### src/rtl/mul1024_pkg.sv
// Shared types and constants for the 1024-bit multiplier arbiter.
// Latency: n/a (declarations only).
// Backpressure: n/a.
package mul1024_pkg;

  typedef enum logic [2:0] {
    IDLE  = 3'd0,
    CLEAR = 3'd1,
    START = 3'd2,
    BUSY  = 3'd3,
    DONE  = 3'd4
  } state_t;

  localparam int NUM_REQ_DEF        = 4;
  localparam int TIMEOUT_CYCLES_DEF = 8192;
  localparam int CNT_W_DEF          = 13;

  // Core handshake polarities: load is an active-low start strobe,
  // enable high lets the core run (low clears its internal counters).
  localparam logic LOAD_START = 1'b0;
  localparam logic ENABLE_RUN = 1'b1;

endpackage

### src/rtl/mul1024_arbiter_if.sv
// Requester and multiplier-core handshake bundle for the arbiter.
// Latency: n/a (wires only).
// Backpressure: level requests held until their one-cycle ack.
interface mul1024_arbiter_if #(
  parameter int NUM_REQ = 4,
  parameter int ID_W    = $clog2(NUM_REQ)
);
  logic [NUM_REQ-1:0] iReq;
  logic [NUM_REQ-1:0] oGrant;
  logic [ID_W-1:0]    oGrantId;
  logic [NUM_REQ-1:0] oAck;
  logic               oErr;
  logic               oBusy;
  logic               oMulEnable;
  logic               oMulLoad;
  logic               iMulDataValid;

  modport slave (
    input  iReq, iMulDataValid,
    output oGrant, oGrantId, oAck, oErr, oBusy, oMulEnable, oMulLoad
  );

  modport master (
    output iReq, iMulDataValid,
    input  oGrant, oGrantId, oAck, oErr, oBusy, oMulEnable, oMulLoad
  );
endinterface

### src/rtl/mul1024_arbiter_rr_pick.sv
// Round-robin winner select: searches upward from lastId+1 with wrap.
// Latency: purely combinational.
// Backpressure: none; caller decides when to accept the winner.
module rr_pick #(
  parameter int NUM_REQ = 4,
  parameter int ID_W    = $clog2(NUM_REQ)
) (
  input  logic [NUM_REQ-1:0] iReqVec,
  input  logic [ID_W-1:0]    iLastId,
  output logic [NUM_REQ-1:0] oWinOneHot,
  output logic [ID_W-1:0]    oWinId,
  output logic               oAnyVld
);

  logic [ID_W-1:0] idx;

  // First requester found after the last winner takes the grant.
  always_comb begin
    oWinOneHot = '0;
    oWinId     = '0;
    oAnyVld    = 1'b0;
    idx        = '0;
    for (int i = 1; i <= NUM_REQ; i++) begin
      idx = ID_W'((int'(iLastId) + i) % NUM_REQ);
      if (!oAnyVld && iReqVec[idx]) begin
        oAnyVld         = 1'b1;
        oWinId          = idx;
        oWinOneHot[idx] = 1'b1;
      end
    end
  end

endmodule

### src/rtl/mul1024_arbiter.sv
// Shares one 1024-bit serial multiplier between requesters: clear, start, wait, ack.
// Latency: request to start pulse 2 cycles; data-valid to ack 1 cycle; watchdog aborts.
// Backpressure: requests wait in IDLE; one job at a time, new requests arbitrated after ack.
module mul1024_arbiter
  import mul1024_pkg::*;
#(
  parameter int NUM_REQ        = NUM_REQ_DEF,
  parameter int TIMEOUT_CYCLES = TIMEOUT_CYCLES_DEF,
  parameter int CNT_W          = CNT_W_DEF
) (
  input logic              iClk,
  input logic              iRst_n,
  mul1024_arbiter_if.slave bus
);

  localparam int ID_W = $clog2(NUM_REQ);

  state_t             state;
  state_t             stateNxt;
  logic [NUM_REQ-1:0] grant;
  logic [ID_W-1:0]    grantId;
  logic [ID_W-1:0]    ptr;
  logic [CNT_W-1:0]   wdCnt;
  logic               errFlag;
  logic               wdHit;
  logic [NUM_REQ-1:0] pickOneHot;
  logic [ID_W-1:0]    pickId;
  logic               pickAny;

  rr_pick #(
    .NUM_REQ(NUM_REQ),
    .ID_W   (ID_W)
  ) uPick (
    .iReqVec   (bus.iReq),
    .iLastId   (ptr),
    .oWinOneHot(pickOneHot),
    .oWinId    (pickId),
    .oAnyVld   (pickAny)
  );

  assign wdHit = (wdCnt == CNT_W'(TIMEOUT_CYCLES - 1));

  // State register; reset drops any in-flight job without an ack.
  always_ff @(posedge iClk or negedge iRst_n) begin
    if (!iRst_n) state <= IDLE;
    else         state <= stateNxt;
  end

  // Next state plus output decode, all from registered state only.
  always_comb begin
    stateNxt       = state;
    bus.oMulEnable = ~ENABLE_RUN;
    bus.oMulLoad   = ~LOAD_START;
    bus.oBusy      = (state != IDLE);
    bus.oAck       = '0;
    bus.oErr       = 1'b0;
    bus.oGrant     = grant;
    bus.oGrantId   = grantId;
    case (state)
      IDLE:  if (pickAny) stateNxt = CLEAR;
      CLEAR: stateNxt = START;
      START: begin
        bus.oMulEnable = ENABLE_RUN;
        bus.oMulLoad   = LOAD_START;
        stateNxt       = BUSY;
      end
      BUSY: begin
        bus.oMulEnable = ENABLE_RUN;
        if (bus.iMulDataValid || wdHit) stateNxt = DONE;
      end
      DONE: begin
        bus.oAck = grant;
        bus.oErr = errFlag;
        stateNxt = IDLE;
      end
      default: stateNxt = IDLE;
    endcase
  end

  // Grant latch, watchdog, timeout flag and round-robin pointer.
  always_ff @(posedge iClk or negedge iRst_n) begin
    if (!iRst_n) begin
      grant   <= '0;
      grantId <= '0;
      ptr     <= ID_W'(NUM_REQ - 1);
      wdCnt   <= '0;
      errFlag <= 1'b0;
    end else begin
      case (state)
        IDLE: begin
          if (pickAny) begin
            grant   <= pickOneHot;
            grantId <= pickId;
          end
        end
        START: begin
          wdCnt   <= '0;
          errFlag <= 1'b0;
        end
        BUSY: begin
          wdCnt <= wdCnt + 1'b1;
          // A valid arriving on the timeout cycle still counts as success.
          if (!bus.iMulDataValid && wdHit) errFlag <= 1'b1;
        end
        DONE: begin
          ptr   <= grantId;
          grant <= '0;
        end
        default: ;
      endcase
    end
  end

endmodule

### src/flat_wrapper.sv
// flat-port wrapper written by rule: the top's interface ports become plain ports
module mul1024_arbiter_flat import mul1024_pkg::*;
#(
  parameter int NUM_REQ        = NUM_REQ_DEF,
  parameter int TIMEOUT_CYCLES = TIMEOUT_CYCLES_DEF,
  parameter int CNT_W          = CNT_W_DEF
)
  (iClk, iRst_n, bus_iReq, bus_iMulDataValid, bus_oGrant, bus_oGrantId, bus_oAck, bus_oErr, bus_oBusy, bus_oMulEnable, bus_oMulLoad);
  mul1024_arbiter_if #(.NUM_REQ(NUM_REQ)) bus_i ();
  input logic iClk;
  input logic iRst_n;
  input wire logic [$bits(bus_i.iReq)-1:0] bus_iReq;
  input wire logic [$bits(bus_i.iMulDataValid)-1:0] bus_iMulDataValid;
  output wire logic [$bits(bus_i.oGrant)-1:0] bus_oGrant;
  output wire logic [$bits(bus_i.oGrantId)-1:0] bus_oGrantId;
  output wire logic [$bits(bus_i.oAck)-1:0] bus_oAck;
  output wire logic [$bits(bus_i.oErr)-1:0] bus_oErr;
  output wire logic [$bits(bus_i.oBusy)-1:0] bus_oBusy;
  output wire logic [$bits(bus_i.oMulEnable)-1:0] bus_oMulEnable;
  output wire logic [$bits(bus_i.oMulLoad)-1:0] bus_oMulLoad;
  assign bus_i.iReq = bus_iReq;
  assign bus_i.iMulDataValid = bus_iMulDataValid;
  assign bus_oGrant = bus_i.oGrant;
  assign bus_oGrantId = bus_i.oGrantId;
  assign bus_oAck = bus_i.oAck;
  assign bus_oErr = bus_i.oErr;
  assign bus_oBusy = bus_i.oBusy;
  assign bus_oMulEnable = bus_i.oMulEnable;
  assign bus_oMulLoad = bus_i.oMulLoad;
  mul1024_arbiter #(.NUM_REQ(NUM_REQ), .TIMEOUT_CYCLES(TIMEOUT_CYCLES), .CNT_W(CNT_W)) u_core (.iClk(iClk), .iRst_n(iRst_n), .bus(bus_i));
endmodule
### config.mk
export PLATFORM = sky130hd
export DESIGN_NAME = mul1024_arbiter_flat
export DESIGN_NICKNAME = d
export VERILOG_FILES = /design/src/rtl/mul1024_pkg.sv /design/src/rtl/mul1024_arbiter_if.sv /design/src/rtl/mul1024_arbiter_rr_pick.sv /design/src/rtl/mul1024_arbiter.sv /design/src/flat_wrapper.sv
export SDC_FILE = /design/constraint.sdc
export NUM_CORES = 1
export LEC_CHECK = 0
export ABC_AREA = 1
export CAP_MARGIN = 20
export CORE_ASPECT_RATIO = 0.7
export CORE_MARGIN = 2
export CORE_UTILIZATION = 35
export DETAILED_ROUTE_END_ITERATION = 10
export PLACE_DENSITY = 0.56
export RECOVER_POWER = 50
export SLEW_MARGIN = 20
export SYNTH_ARGS = -nofsm -noshare
export SYNTH_HDL_FRONTEND = slang
export SYNTH_SLANG_ARGS = --single-unit
export TNS_END_PERCENT = 20
### constraint.sdc
create_clock -name iClk -period 2.35 [get_ports iClk]
set_input_delay 0.47 -clock iClk [delete_from_list [all_inputs] [get_ports iClk]]
set_output_delay 0.47 -clock iClk [all_outputs]
set_load 0.02 [all_outputs]
==> results of run 1 <==
state kept, by name, indices dropped and copies added, names as in the netlist:
| register | count |
|---|---|
| u_core.errFlag | 1 |
| u_core.wdCnt | 13 |
| u_core.ptr | 2 |
| u_core.bus.oGrant | 4 |
| u_core.bus.oGrantId | 2 |
| u_core.state | 3 |
metrics by stage:
| stage | hold WS, ns | instances | cell area, um^2 | total power [uW] | worst slack (ns) |
|---|---|---|---|---|---|
| after global routing | 0.545 | 311 | 2010 | 2670 | 0.00229 |
| after global placement | 0.508 | 307 | 1960 | 2200 | 0.399 |
| after floorplan | 0.174 | 226 | 1650 | 1700 | 0.548 |
| final | 0.527 | 311 | 2010 | 2430 | 0.125 |
| after detailed placement | 0.501 | 307 | 1960 | 2180 | 0.393 |
| after CTS | 0.533 | 311 | 2010 | 2440 | 0.0744 |
final cells by class:
cell class	count	area, um^2	share of cell area
Sequential cell	25	628	0.313
Inverter	28	108	0.0536
Multi-Input combinational cell	172	910	0.453
Timing Repair Buffer	27	248	0.123
Clock buffer	4	45.0	0.0224
Tap cell	55	68.8	0.0343
layout by cell type (no fill, tap or decap), types with 2 or more instances in the layout:
cell type | synthesis | routed
a21boi_0 | 4 | 4
a21oi_1 | 12 | 12
buf_4 | 0 | 5
clkbuf_1 | 1 | 3
clkbuf_8 | 0 | 3
clkdlybuf4s50_1 | 0 | 18
dfrtp_1 | 23 | 23
dfstp_2 | 2 | 2
ha_1 | 9 | 9
inv_1 | 23 | 24
inv_2 | 3 | 2
nand2_1 | 54 | 54
nand2_2 | 9 | 9
nand3_1 | 25 | 25
nand4_1 | 3 | 3
nor2_1 | 27 | 26
nor2_2 | 6 | 7
nor2_4 | 2 | 2
o21a_1 | 2 | 2
o21ai_0 | 10 | 10
power by group:
part	internal, uW	leakage [uW]	switching, uW
logic	578	0.000592	942
registers	550	0.000330	108
clock network	121	0.0000228	132
worst max-delay path: stages, from the launching register on:
cell,delay [ns]
dfrtp_1,0.44
nor2_1,0.13
inv_1,0.08
nor2_1,0.18
clkinv_1,0.11
clkdlybuf4s50_1,0.55
how the worst min path moves through the flow:
stage,startpoint,to,slack [ns]
finish,u_core.wdCnt[10]$_DFFE_PN0P_,u_core.wdCnt[10]$_DFFE_PN0P_,0.53
CTS,u_core.wdCnt[10]$_DFFE_PN0P_,u_core.wdCnt[10]$_DFFE_PN0P_,0.53
global placement,u_core.wdCnt[10]$_DFFE_PN0P_,u_core.wdCnt[10]$_DFFE_PN0P_,0.51
detailed placement,u_core.bus.oGrantId[0]$_DFFE_PN0P_,u_core.bus.oGrantId[0]$_DFFE_PN0P_,0.50
floorplan,iRst_n,u_core.bus.oGrantId[0]$_DFFE_PN0P_,0.17
global route,u_core.wdCnt[10]$_DFFE_PN0P_,u_core.wdCnt[10]$_DFFE_PN0P_,0.55
metal layers:
layer	part of all wire	up-vias	track usage
li1	-	788	-
met1	0.58	650	0.243
met2	0.37	33	0.216
met3	0.047	2	0.0349
met4	0.0062	0	0.0249
met5	0	-	0
what timing repair did:
item                       CTS  global route
gates resized for setup      0             2
hold buffers                 0             0
setup endpoints to repair    0             2
logic make-up (layout without fill, tap and decap cells):
kind of cell | count (synthesis) | after routing | synth area share
and+or+nand+nor | 129 | 129 | 0.359
DFF | 25 | 25 | 0.381
adders and majority gates | 9 | 9 | 0.0684
buffers and inverters | 29 | 59 | 0.0676
AOI/OAI and AO/OA | 34 | 34 | 0.124
==> run_results.csv, run 1 <==
group,metric,value,unit
setup_path,r2r_end,"u_core.bus.oGrantId[0]$_DFFE_PN0P_",
setup_path,crit_type,"reg -> out",
flow_run,max_cap_viol_count,0,
final_layout,area_delta_synth_final,21.9,%
yosys,syn-num-nets,242,
grt,grt_pass1_wl,6.40,mm
grt,overflow,0,
clock_network,clock_sinks,25,
final_layout,drive_above_1_share,0.133,
routing,antenna_left,0,
die,core_area,4430,um^2
yosys,synthCells,226,
yosys,synth_most_common_cell,"nand2_1",
setup_path,crit_fanout,4,
yosys,synth-seq-cells,25,
grt,grt_pass1_vias,1396,
yosys,synth_top_area_frac,0.350,
yosys,yosysWarnings,0,
grt,grt_max_degree,26,
placement,io_buffer_count,20,
clock_network,cts_buffers,3,
routing,drt-initial-drc-count,109,
yosys,synth_edf_count,0,
power,irDropWorstVdd,0.000502,V
timing,worst_slew_pin_slew,1.34,ns
setup_path,reg2regPathDepth,10,
timing,setup_viol,0,
final_layout,final_util,0.453,
clock_network,clk_latency,0.26,ns
power,power.density,1210,nW/um^2
grt,grt_usage,0.154,
routing,via_per_inst,4.74,
routing,drc,0,
timing,rsz0062_at_grt,"false",
routing,firstDrtPassIters,4,
clock_network,h-tree-depth,1,
yosys,synth_ff_type,"dfrtp_1",
die,rows,20,
yosys,synth_top_area_cell,"dfrtp_1",
placement,gp_congestion,0.852,
die,chipHeight,61.4,um
setup_path,end_kind,"primary output",
yosys,synth_commonest_cells,"nand2_1 (54), nor2_1 (27), nand3_1 (25), dfrtp_1 (23), inv_1 (23)",
yosys,syn_avg_cell_area,7.29,um^2
setup_path,reg2reg_from,"u_core.ptr[1]$_DFFE_PN1P_",
clock_network,cts_max_path_buffers,2,
final_layout,fillers,454,
yosys,async_flop_share,1.00,
clock_network,cts-root-buf,"clkbuf_8",
yosys,seq_area_frac_synth,0.381,
timing,hold_viol,0,
run_status,status,"finished clean",
die,io_pins,21,
setup_path,timing.reg2reg.setup_slack,0.43,ns
routing,vias,1473,
power,power.leakage,0.000944,uW
die,die_w,86.0,um
timing,relSlewSlack,0.109,
timing,fin_skew,0.00181,ns
routing,drt-total-wl,3.53,mm
timing,fin_crit_sh,0.947,
final_layout,layout.nets,273,
final_layout,n_antenna_cell,0,
yosys,syn-cell-area,1650,um^2
yosys,ys_types,28,
timing,fin_setup_tns,0,ns
setup_path,start_kind,"register",
setup_path,crit_required,1.88,ns
setup_path,worstSetupStartpoint,"u_core.state[2]$_DFFE_PN0P_",
worst_hold_path,holdPathStages,1,
routing,wl_per_cell,11.3,um
clock_network,path_clk_slew,0.08,ns
clock_network,cts_tree,"done",
timing,fin_crit,2.23,ns
grt,antenna_found_initial,0,
timing,finalMaxSlewViolations,0,
clock_network,cts_setup_buffers,0,
setup_path,worstPathArrival,1.76,ns
worst_hold_path,hold_path_class,"reg -> reg",
timing,clock.fmax,449,MHz
die,die_area,5280,um^2
yosys,synth_area_leaders,"dfrtp_1 (35%), nand2_1 (12%), nand3_1 (7.6%)",
setup_path,crit_end,"bus_oMulLoad",
placement,post-dp-hpwl,2.75,mm
die,start_util,0.372,
Power figures use the tool's default switching activity.
==> run 2, diff against run 1 <==
CAP_MARGIN = not set   (was 20)
==> results of run 2 <==
Final layout, timing and power as in run 1 (identical DEF).
